### src/rtl/disp_sched_pkg.sv
// Shared types and constants for the 7-segment message scroller controller.
// Build option: DISP_SCHED_BLANK_EN adds a blank-screen interval after each message.
package disp_sched_pkg;

  localparam int STEPS_PER_ROT = 8;
  localparam int NIBBLE_W      = 4;
  localparam int MSG_W         = STEPS_PER_ROT * NIBBLE_W;

  typedef enum logic [1:0] {
    IDLE   = 2'd0,
    LOAD   = 2'd1,
    SCROLL = 2'd2,
    BLANK  = 2'd3
  } state_t;

endpackage

### src/rtl/disp_scheduler_arbiter.sv
// Combinational round-robin picker: the first asserted request strictly after
// the last grant, searching upward and wrapping.
module disp_rr_arbiter
  import disp_sched_pkg::*;
#(
  parameter int NREQ = 4,
  localparam int IW = $clog2(NREQ)
) (
  input  logic [NREQ-1:0] req,
  input  logic [IW-1:0]   last,
  output logic [NREQ-1:0] grant,
  output logic [IW-1:0]   grant_idx,
  output logic            any
);

  // Scan from farthest to nearest so the nearest asserted request wins.
  always_comb begin
    grant     = '0;
    grant_idx = '0;
    any       = 1'b0;
    for (int k = NREQ; k >= 1; k--) begin
      if (req[IW'((int'(last) + k) % NREQ)]) begin
        any       = 1'b1;
        grant_idx = IW'((int'(last) + k) % NREQ);
      end
    end
    if (any) grant[grant_idx] = 1'b1;
  end

endmodule

### src/rtl/disp_scheduler.sv
// Scroll-rate prescaler plus round-robin message scheduler for the scroller.
// Build option: DISP_SCHED_BLANK_EN inserts a blanking interval after SCROLL.
//
// state  | meaning
// IDLE   | waiting for a request; arbitration happens here only
// LOAD   | disp_data_en high until the scroller takes datain on a tick
// SCROLL | counting 8*ROTATIONS scroll ticks
// BLANK  | zero word loaded on one tick, then 7 dark ticks (optional)
module disp_scheduler
  import disp_sched_pkg::*;
#(
  parameter int TICK_DIV  = 16666667,
  parameter int NREQ      = 4,
  parameter int ROTATIONS = 2,
  localparam int IW     = $clog2(NREQ),
  localparam int STEP_W = $clog2(STEPS_PER_ROT * ROTATIONS),
  localparam int PRE_W  = $clog2(TICK_DIV)
) (
  input  logic                  clk,
  input  logic                  clr,
  input  logic [NREQ-1:0]       req,
  input  logic [MSG_W*NREQ-1:0] msg,
  output logic [NREQ-1:0]       ack,
  output logic                  disp_tick,
  output logic                  disp_data_en,
  output logic [MSG_W-1:0]      datain,
  output logic                  busy,
  output logic [IW-1:0]         cur_src
);

  localparam logic [PRE_W-1:0]  PRE_LAST  = PRE_W'(TICK_DIV - 1);
  localparam logic [STEP_W-1:0] STEP_LAST = STEP_W'(STEPS_PER_ROT * ROTATIONS - 1);
`ifdef DISP_SCHED_BLANK_EN
  localparam logic [STEP_W-1:0] BLANK_LAST = STEP_W'(STEPS_PER_ROT - 1);
`endif

  logic [PRE_W-1:0]  pre_cnt;
  state_t            state, state_nx;
  logic [STEP_W-1:0] step, step_nx;
  logic [MSG_W-1:0]  datain_nx;
  logic [IW-1:0]     cur_src_nx;
  logic [NREQ-1:0]   ack_nx;
  logic [NREQ-1:0]   grant;
  logic [IW-1:0]     grant_idx;
  logic              any;

  disp_rr_arbiter #(.NREQ(NREQ)) u_arb (
    .req       (req),
    .last      (cur_src),
    .grant     (grant),
    .grant_idx (grant_idx),
    .any       (any)
  );

  // Free-running prescaler; the tick is registered so it lands the cycle after the wrap value.
  always_ff @(posedge clk or posedge clr) begin
    if (clr) begin
      pre_cnt   <= '0;
      disp_tick <= 1'b0;
    end else begin
      disp_tick <= (pre_cnt == PRE_LAST);
      pre_cnt   <= (pre_cnt == PRE_LAST) ? '0 : pre_cnt + PRE_W'(1);
    end
  end

  // FSM state and datapath registers.
  always_ff @(posedge clk or posedge clr) begin
    if (clr) begin
      state   <= IDLE;
      step    <= '0;
      datain  <= '0;
      cur_src <= IW'(NREQ - 1);
      ack     <= '0;
    end else begin
      state   <= state_nx;
      step    <= step_nx;
      datain  <= datain_nx;
      cur_src <= cur_src_nx;
      ack     <= ack_nx;
    end
  end

  // Next-state logic and scroller handshake outputs.
  always_comb begin
    state_nx     = state;
    step_nx      = step;
    datain_nx    = datain;
    cur_src_nx   = cur_src;
    ack_nx       = '0;
    disp_data_en = 1'b0;
    busy         = (state != IDLE);
    case (state)
      IDLE: begin
        if (any) begin
          datain_nx  = msg[grant_idx*MSG_W +: MSG_W];
          cur_src_nx = grant_idx;
          ack_nx     = grant;
          state_nx   = LOAD;
        end
      end
      LOAD: begin
        disp_data_en = 1'b1;
        if (disp_tick) begin
          state_nx = SCROLL;
          step_nx  = '0;
        end
      end
      SCROLL: begin
        if (disp_tick) begin
          if (step == STEP_LAST) begin
`ifdef DISP_SCHED_BLANK_EN
            state_nx  = BLANK;
            step_nx   = '0;
            datain_nx = '0;
`else
            state_nx  = IDLE;
`endif
          end else begin
            step_nx = step + STEP_W'(1);
          end
        end
      end
      BLANK: begin
`ifdef DISP_SCHED_BLANK_EN
        // Only the first blank tick loads the zero word.
        disp_data_en = (step == '0);
        if (disp_tick) begin
          if (step == BLANK_LAST) state_nx = IDLE;
          else                    step_nx  = step + STEP_W'(1);
        end
`else
        state_nx = IDLE;
`endif
      end
      default: state_nx = IDLE;
    endcase
  end

endmodule

### config.mk
export PLATFORM = sky130hd
export DESIGN_NAME = disp_scheduler
export DESIGN_NICKNAME = d
export VERILOG_FILES = /design/src/rtl/disp_sched_pkg.sv /design/src/rtl/disp_scheduler_arbiter.sv /design/src/rtl/disp_scheduler.sv
export SDC_FILE = /design/constraint.sdc
export NUM_CORES = 1
export LEC_CHECK = 0
export BUFFER_PORTS_ARGS = -buffer_cell sky130_fd_sc_hd__buf_2
export CAP_MARGIN = 25
export CORE_MARGIN = 2
export CORE_UTILIZATION = 53
export CTS_BUF_LIST = sky130_fd_sc_hd__clkbuf_4 sky130_fd_sc_hd__clkbuf_8
export CTS_CLUSTER_SIZE = 24
export DETAILED_ROUTE_END_ITERATION = 10
export PLACE_DENSITY = 0.89
export REMOVE_ABC_BUFFERS = 1
export SYNTH_ARGS = -nofsm -noshare
export SYNTH_HDL_FRONTEND = slang
export SYNTH_HIERARCHICAL = 1
export SYNTH_SLANG_ARGS = --single-unit
### constraint.sdc
create_clock -name clk -period 5.05 [get_ports clk]
set_clock_uncertainty 0.05 [all_clocks]
set_input_delay 0.2525 -clock clk [delete_from_list [all_inputs] [get_ports clk]]
set_output_delay 0.2525 -clock clk [all_outputs]
set_load 0.05 [all_outputs]
==> results.md, run 1 <==
- Detailed Place HPWL: 7.96 mm
- Critical path class: reg2reg
- N_diodes: 0
- Fin nets: 613
- Min Tclk post-route: 3.06 ns
- Drt first pass iters: 4
- Clock slew at reported path FFs: 0.08 ns
- Worst setup EP type: register
- Fmax: 327 MHz
- Cell variety after synth: 48
- Crit path arrival time: 3.25 ns
- DR DRC count: 0
- Core area: 7180 µm²
- Final Slew Violations: 0
- Largest net degree at the start of global routing: 70
- Vias: 3289
- CTS tree: done
- PostCTS Resize Cnt: 0
- Hold Buf Count CTS: 0
- FF-to-FF path depth: 6
- Critical Path RT: 5.23 ns
- RSZ-0062 raised after global routing: false
- Yosys reg bits: 69
- TritonCTS buffer count: 9
- Worst Path Max Fanout: 18
- Vias/cell: 5.67
- Setup TNS: 0 ns
- Design area: 5080 µm²
- Post-synthesis instance total: 305
- DRT Wirelength: 10.5 mm
- Largest family of logic cells by synthesized area: multiplexers
- Synth Flop Type: dfrtp_1
- Post-route setup slack: 1.99 ns
- P&R area growth vs syn: 30.7%
- Row cnt: 31
- Filler instances: 482
- MaxCap Viol Count: 0
- Final ANT Viol Nets: 0
- Initial Util: 54.1%
- Worst skew pair latency: 0.35 ns
- Synth warnings: 6
- Port bufs: 174
- Synthesized area: 3880 µm²
- Placed inst area: 4850 µm²
- Simple-gate share of the synthesized area: 12.0%
- Die X: 89.6 µm
- 1st-iter DRT viols: 232
- Final setup viols: 0
- Post-synth EDFFs: 0
- Pre-CTS WS: 1.94 ns
- Syn_area_per_cell: 12.7 µm²
- Final period utilization: 60.6%
- Vert. Die Dim: 89.6 µm
- Post-synthesis adder-cell area fraction: 0.966%
- CTS Root Cell: clkbuf_8
- Grt ovf: 0
- Antenna violations before repair: 0
- Leakage power: 2.37 nW
- First-pass GRT wire length: 16.4 mm
- Post-Synth XOR/XNOR Area: 3.38%
- Bufs on Longest Clock Path: 2
- I/O pin total: 175
- Hold Violations, Final: 0
- Synth async-reset ratio: 100%
- Slew headroom: 42.0%
- Post-synthesis sequential area ratio: 44.5%
- Compound-Gate Fraction of Synth Area: 7.15%
- Measured slew at the worst slew-check pin: 0.869 ns
- Status: finished, final reports clean
- Sinks on Clock Net: 69
- Critical path startpoint category: register
- Placer congestion estimate: 0.868
- Worst vdd ir: 0.374 mV
- WL/cell: 18.1 µm
- Worst min path class: in2async
- Setup repair bufs after CTS: 0
- Die ar.: 8030 µm²
- Share of cells above drive strength 1: 56.3%
- Gr usage total: 27.6%
- Total power per unit cell area: 512 nW/µm²
- Mux share of post-synthesis cell area: 28.7%
- Vias in the first global route: 3370
- Htree depth: 3
-- state kept, by name, summed over array words and instances (netlist names) --
register,count
step,4
pre_cnt,24
ack,4
datain,32
cur_src,2
disp_tick,1
state,2
-- through the flow --
| step | power [mW] | cells | hold slack, ns | utilization [%] |
|---|---|---|---|---|
| after global placement | 2.07 | 564 | 0.437 | 67.6 |
| final | 2.60 | 580 | 0.102 | 70.8 |
| after CTS | 2.61 | 580 | 0.128 | 70.8 |
| after global routing | 2.71 | 580 | 0.204 | 70.8 |
| after floorplan | 1.80 | 287 | 0.409 | - |
| after detailed placement | 2.11 | 564 | 0.440 | 67.6 |
-- logic make-up after synthesis --
group	Yosys count
AND/OR/NAND/NOR	80
flip-flops	69
multiplexers	67
AO/OA/AOI/OAI	41
buffers and inverters	30
XOR/XNOR	15
adder cells (fa/ha/maj)	3
-- cell usage after synthesis (4+ instances only) --
| master | count | area, µm² |
|---|---|---|
| buf_2 | 6 | 30.0 |
| xor2_1 | 6 | 52.6 |
| nand3_1 | 9 | 45.0 |
| clkbuf_1 | 11 | 41.3 |
| o31ai_1 | 4 | 30.0 |
| o21ai_0 | 5 | 25.0 |
| and2_1 | 6 | 37.5 |
| dfrtp_1 | 67 | 1680 |
| mux4_2 | 32 | 721 |
| inv_1 | 12 | 45.0 |
| mux2_2 | 34 | 383 |
| nand2_1 | 8 | 30.0 |
| nor2_1 | 18 | 67.6 |
| nand4_1 | 5 | 31.3 |
| or4_1 | 5 | 37.5 |
| nand2b_1 | 4 | 25.0 |
| xnor2_1 | 9 | 78.8 |
| a21oi_1 | 12 | 60.1 |
-- critical path, cell delays in order (launching register included) --
cell and delay, ns:
dfstp_2 0.67, nand2b_1 0.14, a22oi_1 0.10, o221ai_4 0.67
buf_4 0.46, mux4_2 0.56, mux2_2 0.28
-- layout by cell type (no fill, tap or decap), types with 3 or more instances in the layout --
cell and count:
o31ai_1 4, nand2_1 8, a31oi_1 3, dfrtp_1 67, mux2_2 34, inv_1 11
or3_1 3, buf_2 174, nand4_1 5, clkbuf_8 10, and2_1 6, xor2_1 6
nand3_1 9, nor3_1 3, nor4_1 3, buf_4 4, nand3b_1 3, xnor2_1 9
a21oi_1 12, ha_1 3, nand2b_1 4, mux4_2 32, o21ai_0 5, or4_1 5
nor2_1 18
-- power breakdown --
part | leakage, nW | switching, mW | total, mW | internal [mW]
combinational | 1.39 | 0.812 | 1.29 | 0.483
clock | 0.112 | 0.212 | 0.502 | 0.290
sequential | 0.864 | 0.102 | 0.801 | 0.699
-- final timing paths --
check / from / to / slack (ns)
min reg2reg: datain[29] / datain[29] / 0.45
min in group clk: req[1] / ack[2] / 0.27
max: cur_src[1] / datain[11] / 1.99
max in group asynchronous: clr / datain[23] / 4.30
min: clr / step[3] / 0.10
max reg2reg: cur_src[1] / datain[11] / 1.99
-- final cells by class --
cell class / instances / area, µm² / share of cell area (%)
timing repair buffer: 178 / 901 / 17.7
clock inverter: 6 / 86.3 / 1.70
tap: 99 / 124 / 2.44
clock buffer: 10 / 138 / 2.71
sequential: 69 / 1730 / 34.1
multi-input combinational: 206 / 2050 / 40.5
inverter: 12 / 45.0 / 0.887
-- routing by layer --
layer  share of wire, %  vias up  track usage, %
li1                   -     1498               -
met1                 37     1624            31.8
met2                 53      133            47.1
met3                6.3       34            8.23
met4                3.5        0            13.3
met5                  0        -               0
(Power assumes the default switching activity.)
==> run 2: changes to the inputs <==
Settings changed: CORE_UTILIZATION 53 to 49, PLACE_DENSITY 0.89 to 0.83.
Clock period 5.05 ns to 3.2 ns, I/O delays scaled along.
==> results.md, run 2 (synthesis gave the netlist of run 1 again) <==
- Vias/cell: 5.65 (was 5.67)
- WL/cell: 18.3 µm (was 18.1 µm)
- Vert. Die Dim: 93.0 µm (was 89.6 µm)
- Reg-to-reg critical path startpoint: cur_src[1] (unchanged)
- Setup repair bufs after CTS: 0 (unchanged)
- TritonCTS buffer count: 9 (unchanged)
- Gr usage total: 26.1% (was 27.6%)
- Core area: 7690 µm² (was 7180 µm²)
- Worst Path Max Fanout: 32 (was 18)
- DRT Wirelength: 10.7 mm (was 10.5 mm)
- Worst setup EP type: register (unchanged)
- Status: finished, final reports clean (unchanged)
- Fmax: 408 MHz (was 327 MHz)
- CTS tree: done (unchanged)
- First-pass GRT wire length: 17.3 mm (was 16.4 mm)
- Commonest non-fill, non-tap cells in the layout: buf_2 (174), dfrtp_1 (67), mux2_2 (34), mux4_2 (32), nor2_1 (18) (unchanged)
- Largest Register: datain (unchanged)
- Placer congestion estimate: 0.826 (was 0.868)
- Final setup viols: 0 (unchanged)
- Share of cells above drive strength 1: 56.2% (was 56.3%)
- Final ANT Viol Nets: 0 (unchanged)
- P&R area growth vs syn: 31.1% (was 30.7%)
- Vias: 3308 (was 3289)
- Critical Path RT: 3.39 ns (was 5.23 ns)
- Pre-CTS WS: 0.719 ns (was 1.94 ns)
- Bufs on Longest Clock Path: 2 (unchanged)
- 1st-iter DRT viols: 216 (was 232)
- Grt ovf: 0 (unchanged)
- Clock slew at reported path FFs: 0.09 ns (was 0.08 ns)
- Post-route setup slack: 0.749 ns (was 1.99 ns)
- Port bufs: 174 (unchanged)
- Drt first pass iters: 5 (was 4)
- Sinks on Clock Net: 69 (unchanged)
- CP max-delay cell: dfstp_2 (unchanged)
- I/O pin total: 175 (unchanged)
- Largest registers: datain (32), pre_cnt (24) (unchanged)
- Final hold slack: 0.177 ns (was 0.102 ns)
- Worst min path class: in2reg (was in2async)
- Measured slew at the worst slew-check pin: 0.853 ns (was 0.869 ns)
- Total power: 4.06 mW (was 2.60 mW)
- Total power per unit cell area: 796 nW/µm² (was 512 nW/µm²)
- Vias in the first global route: 3398 (was 3370)
- DR DRC count: 0 (unchanged)
- Antenna violations before repair: 4 (was 0)
- Slew headroom: 43.1% (was 42.0%)
- MaxCap Viol Count: 0 (unchanged)
- CP max stage delay: 0.67 ns (about the same)
- Leakage power: 2.36 nW (was 2.37 nW)
- Largest register FFs: 32 (unchanged)
- Hold Startpoint: req[1]
- Crit path arrival time: 2.64 ns (was 3.25 ns)
- Critical Path Source: cur_src[1] (unchanged)
- Final period utilization: 76.6% (was 60.6%)
- Critical path startpoint category: register (unchanged)
- Initial Util: 50.5% (was 54.1%)
- Placed inst area: 4870 µm² (was 4850 µm²)
- Row cnt: 32 (was 31)
- Hold Violations, Final: 0 (unchanged)
- Min Tclk post-route: 2.45 ns (was 3.06 ns)
- RSZ-0062 raised after global routing: false (unchanged)
- Die X: 93.0 µm (was 89.6 µm)
- Die ar.: 8660 µm² (was 8030 µm²)
- CTS Root Cell: clkbuf_8 (unchanged)
- Design area: 5090 µm² (was 5080 µm²)
- Worst skew pair latency: 0.35 ns (about the same)
- Detailed Place HPWL: 8.21 mm (was 7.96 mm)
- Largest net degree at the start of global routing: 59 (was 70)
- Worst-path cell chain: nand2b_1 -> a22oi_1 -> o221ai_4 -> buf_12 -> mux4_2 -> mux2_2 (was nand2b_1 -> a22oi_1 -> o221ai_4 -> buf_4 -> mux4_2 -> mux2_2)
- Fin nets: 614 (was 613)
- Commonest non-fill, non-tap cell in the layout: buf_2 (unchanged)
- Critical path class: reg2reg (unchanged)
- Worst vdd ir: 0.679 mV (was 0.374 mV)
- Final Slew Violations: 0 (unchanged)
- Htree depth: 3 (unchanged)
-- run 2: final timing paths --
check	end	slack [ns]	cells after the start
hold reg to reg	pre_cnt[16]	0.46	1
setup / recovery	datain[27]	0.75	6
min in group asynchronous	datain[16]	0.24	3
max in group asynchronous	pre_cnt[16]	1.85	4
setup reg to reg	datain[27]	0.75	6
hold / removal	ack[2]	0.18	3
-- run 2: final cells by class --
class,count,area [µm²]
clock inverter,6,71.3
antenna,2,5.00
clock buffer,10,138
multi-input combinational,206,2050
timing repair buffer,179,923
inverter,12,45.0
tap,102,128
sequential,69,1730
fill,592,2590
-- run 2: metal layers --
layer | global-route usage (%) | vias to the layer above | wire length [µm]
met3 | 8.70 | 28 | 847
met2 | 43.6 | 135 | 5580
li1 | - | 1515 | -
met4 | 10.4 | 4 | 330
met5 | 0 | - | 30
met1 | 31.3 | 1626 | 3960
-- run 2: power breakdown --
group / total (mW) / internal [mW] / switching, mW
Clock: 0.741 / 0.386 / 0.355
Sequential: 1.26 / 1.10 / 0.159
Combinational: 2.05 / 0.778 / 1.27
-- run 2: repair_timing --
item | 4_1_cts | 5_1_grt
hold buffers | 1 | 0
gates resized for setup | 0 | 0
setup endpoints to repair | 0 | 0
endpoints found under the hold margin | 11 | 0
-- run 2: worst max-delay path, delay by kind of cell (launching register included) --
kind            cells  cell delay, ns
buf+inv             1            0.28
compound gates      2            0.34
flops               1            0.67
mux                 2            0.82
simple gates        1            0.15
-- run 2: per-stage QoR --
step | instances | setup TNS (ns) | util, %
floorplan | 287 | -58.71 | -
global placement | 567 | 0 | 63.3
detailed placement | 567 | 0 | 63.3
CTS | 584 | 0 | 66.2
global route | 586 | 0 | 66.3
finish | 586 | 0 | 66.3
==> run 3: changes to the inputs <==
Settings changed: CORE_UTILIZATION 49 to 44, PLACE_DENSITY 0.83 to 0.79.
Clock period 3.2 ns to 2.2 ns, I/O delays scaled along.
==> results.md, run 3 (synthesis gave the netlist of run 1 again) <==
- Status: finished, violations left (was finished, final reports clean)
- Failing checks: negative setup slack
- Vias: 3339 (was 3308)
- Row cnt: 34 (was 32)
- DRT Wirelength: 10.7 mm (about the same)
- TritonCTS buffer count: 9 (unchanged)
- Final period utilization: 102% (was 76.6%)
- Core area: 8640 µm² (was 7690 µm²)
- Critical path startpoint category: register (unchanged)
- Placed cell count: 580 (was 567)
- CP max-delay cell: dfstp_2 (unchanged)
- Placed inst area: 4970 µm² (was 4870 µm²)
- Area of the multi-input gates: 2140 µm² (was 2050 µm²)
- P&R area growth vs syn: 40.8% (was 31.1%)
- Crit path arrival time: 2.43 ns (was 2.64 ns)
- Antenna violations before repair: 1 (was 4)
- Worst Path Max Fanout: 7 (was 32)
- CTS tree: done (unchanged)
- Non-filler cells, final: 606 (was 586)
- Vert. Die Dim: 98.0 µm (was 93.0 µm)
- Die ar.: 9600 µm² (was 8660 µm²)
- Hold depth: 3 (unchanged)
- Design area: 5470 µm² (was 5090 µm²)
- MaxCap Viol Count: 0 (unchanged)
- Grt ovf: 0 (unchanged)
- Total power: 6.69 mW (was 4.06 mW)
- Placer congestion estimate: 0.818 (was 0.826)
- Post-route setup slack: -0.0432 ns (was 0.749 ns)
- First-pass GRT wire length: 17.2 mm (was 17.3 mm)
- Initial Util: 45.0% (was 50.5%)
- I/O pin total: 175 (unchanged)
- Final ANT Viol Nets: 0 (unchanged)
- WL/cell: 17.7 µm (was 18.3 µm)
- FF-to-FF End: datain[24] (was datain[27])
- Fmax: 446 MHz (was 408 MHz)
- Htree depth: 3 (unchanged)
- Measured slew at the worst slew-check pin: 0.480 ns (was 0.853 ns)
- CP max stage delay: 0.59 ns (was 0.67 ns)
- CP top delay family: multiplexers (unchanged)
- Clock slew at reported path FFs: 0.08 ns (was 0.09 ns)
- Detailed Place HPWL: 7.85 mm (was 8.21 mm)
- CTS Root Cell: clkbuf_8 (unchanged)
- Share of cells above drive strength 1: 58.1% (was 56.2%)
- Critical path class: reg2reg (unchanged)
- Worst min path class: in2reg (unchanged)
- R2R Setup Slk: -0.04 ns (was 0.75 ns)
- Final setup viols: 32 (was 0)
- Vias in the first global route: 3418 (was 3398)
- Largest register FFs: 32 (unchanged)
- Worst Setup EP: datain[24] (was datain[27])
- Core Util, Final: 63.3% (was 66.3%)
- Bufs on Longest Clock Path: 2 (unchanged)
- Largest registers: datain (32), pre_cnt (24) (unchanged)
- Sinks on Clock Net: 69 (unchanged)
- Drt first pass iters: 5 (unchanged)
- Gr usage total: 22.8% (was 26.1%)
- Final Slew Violations: 0 (unchanged)
- Critical Path RT: 2.39 ns (was 3.39 ns)
- Worst-path cell chain: nand2b_4 -> a22oi_2 -> o221ai_4 -> buf_4 -> buf_16 -> mux4_2 -> mux2_2 (was nand2b_1 -> a22oi_1 -> o221ai_4 -> buf_12 -> mux4_2 -> mux2_2)
- Filler instances: 659 (was 592)
- Reg-to-reg critical path startpoint: cur_src[1] (unchanged)
- Commonest non-fill, non-tap cells in the layout: buf_2 (174), dfrtp_1 (67), mux4_2 (32), nor2_1 (18), mux2_4 (18) (was buf_2 (174), dfrtp_1 (67), mux2_2 (34), mux4_2 (32), nor2_1 (18))
- Commonest non-fill, non-tap cell in the layout: buf_2 (unchanged)
- Fin nets: 629 (was 614)
- RSZ-0062 raised after global routing: true (was false)
- Largest Register: datain (unchanged)
- Pre-CTS WS: -0.0859 ns (was 0.719 ns)
- Worst skew pair latency: 0.35 ns (about the same)
- Levels on crit path: 7 (was 6)
- Die X: 98.0 µm (was 93.0 µm)
- Hold Violations, Final: 0 (unchanged)
- Worst setup EP type: register (unchanged)
- Sequential cell area: 1730 µm² (unchanged)
- Leakage power: 2.58 nW (was 2.36 nW)
- DR DRC count: 0 (unchanged)
- 1st-iter DRT viols: 149 (was 216)
- Largest net degree at the start of global routing: 60 (was 59)
- Vias/cell: 5.51 (was 5.65)
- Min Tclk post-route: 2.24 ns (was 2.45 ns)
- Critical Path Source: cur_src[1] (unchanged)
- Total power per unit cell area: 1220 nW/µm² (was 796 nW/µm²)
- FF-to-FF path depth: 7 (was 6)
- Slew headroom: 67.7% (was 43.1%)
- Final hold slack: 0.148 ns (was 0.177 ns)
- Worst vdd ir: 0.861 mV (was 0.679 mV)
- Setup TNS: -0.927 ns (was 0 ns)
- CP Buf/Inv Count: 2 (was 1)
- Port bufs: 174 (unchanged)
-- run 3: changes by cell type in the layout (fill, tap and decap cells not counted), moves of 3 or more --
| cell | delta |
|---|---|
| mux2_4 | +18 |
| mux2_2 | -18 |
| bufinv_16 | +3 |
| buf_16 | +3 |
| buf_4 | +6 |
| buf_12 | +3 |
-- run 3: worst register-to-register path, stage by stage, from the launching register on --
cell	delay, ns
dfstp_2	0.59
nand2b_4	0.14
a22oi_2	0.06
o221ai_4	0.21
buf_4	0.18
buf_16	0.13
mux4_2	0.49
mux2_2	0.28
-- run 3: how the worst min path moves through the flow --
stage               startpoint   endpoint  slack (ns)
finish                  req[1]     ack[2]        0.15
global route           msg[70]  datain[6]        0.15
CTS                   msg[101]  datain[5]        0.14
detailed placement         clr    step[2]        0.02
global placement           clr    step[2]        0.02
floorplan               req[1]     ack[2]        0.28
-- run 3: timing repair --
action / 4_1_cts / 5_1_grt
hold endpoints to repair: 11 / 0
setup buffers: 3 / 2
pin swaps: 1 / 0
gates resized for setup: 6 / 22
hold buffers: 1 / 0
gates cloned: 3 / 0
setup endpoints to repair: 27 / 33
-- run 3: layout make-up --
cell class / count / area share, %
Antenna cell: 1 / 0.0458
Clock buffer: 10 / 2.52
Clock inverter: 6 / 2.45
Inverter: 12 / 0.824
Multi-Input combinational cell: 206 / 39.1
Sequential cell: 69 / 31.6
Tap cell: 108 / 2.47
Timing Repair Buffer: 194 / 21.0
-- run 3: power breakdown --
part | internal (mW) | switching, mW
logic | 1.49 | 1.97
registers | 1.61 | 0.222
clock network | 0.899 | 0.500
-- run 3: metal layers --
| metal | vias up | wire (µm) | track usage (%) |
|---|---|---|---|
| met5 | - | 0 | 0 |
| met4 | 0 | 207 | 8.23 |
| met3 | 16 | 640 | 6.01 |
| met2 | 141 | 5520 | 38.6 |
| met1 | 1639 | 4360 | 28.3 |
| li1 | 1543 | - | - |
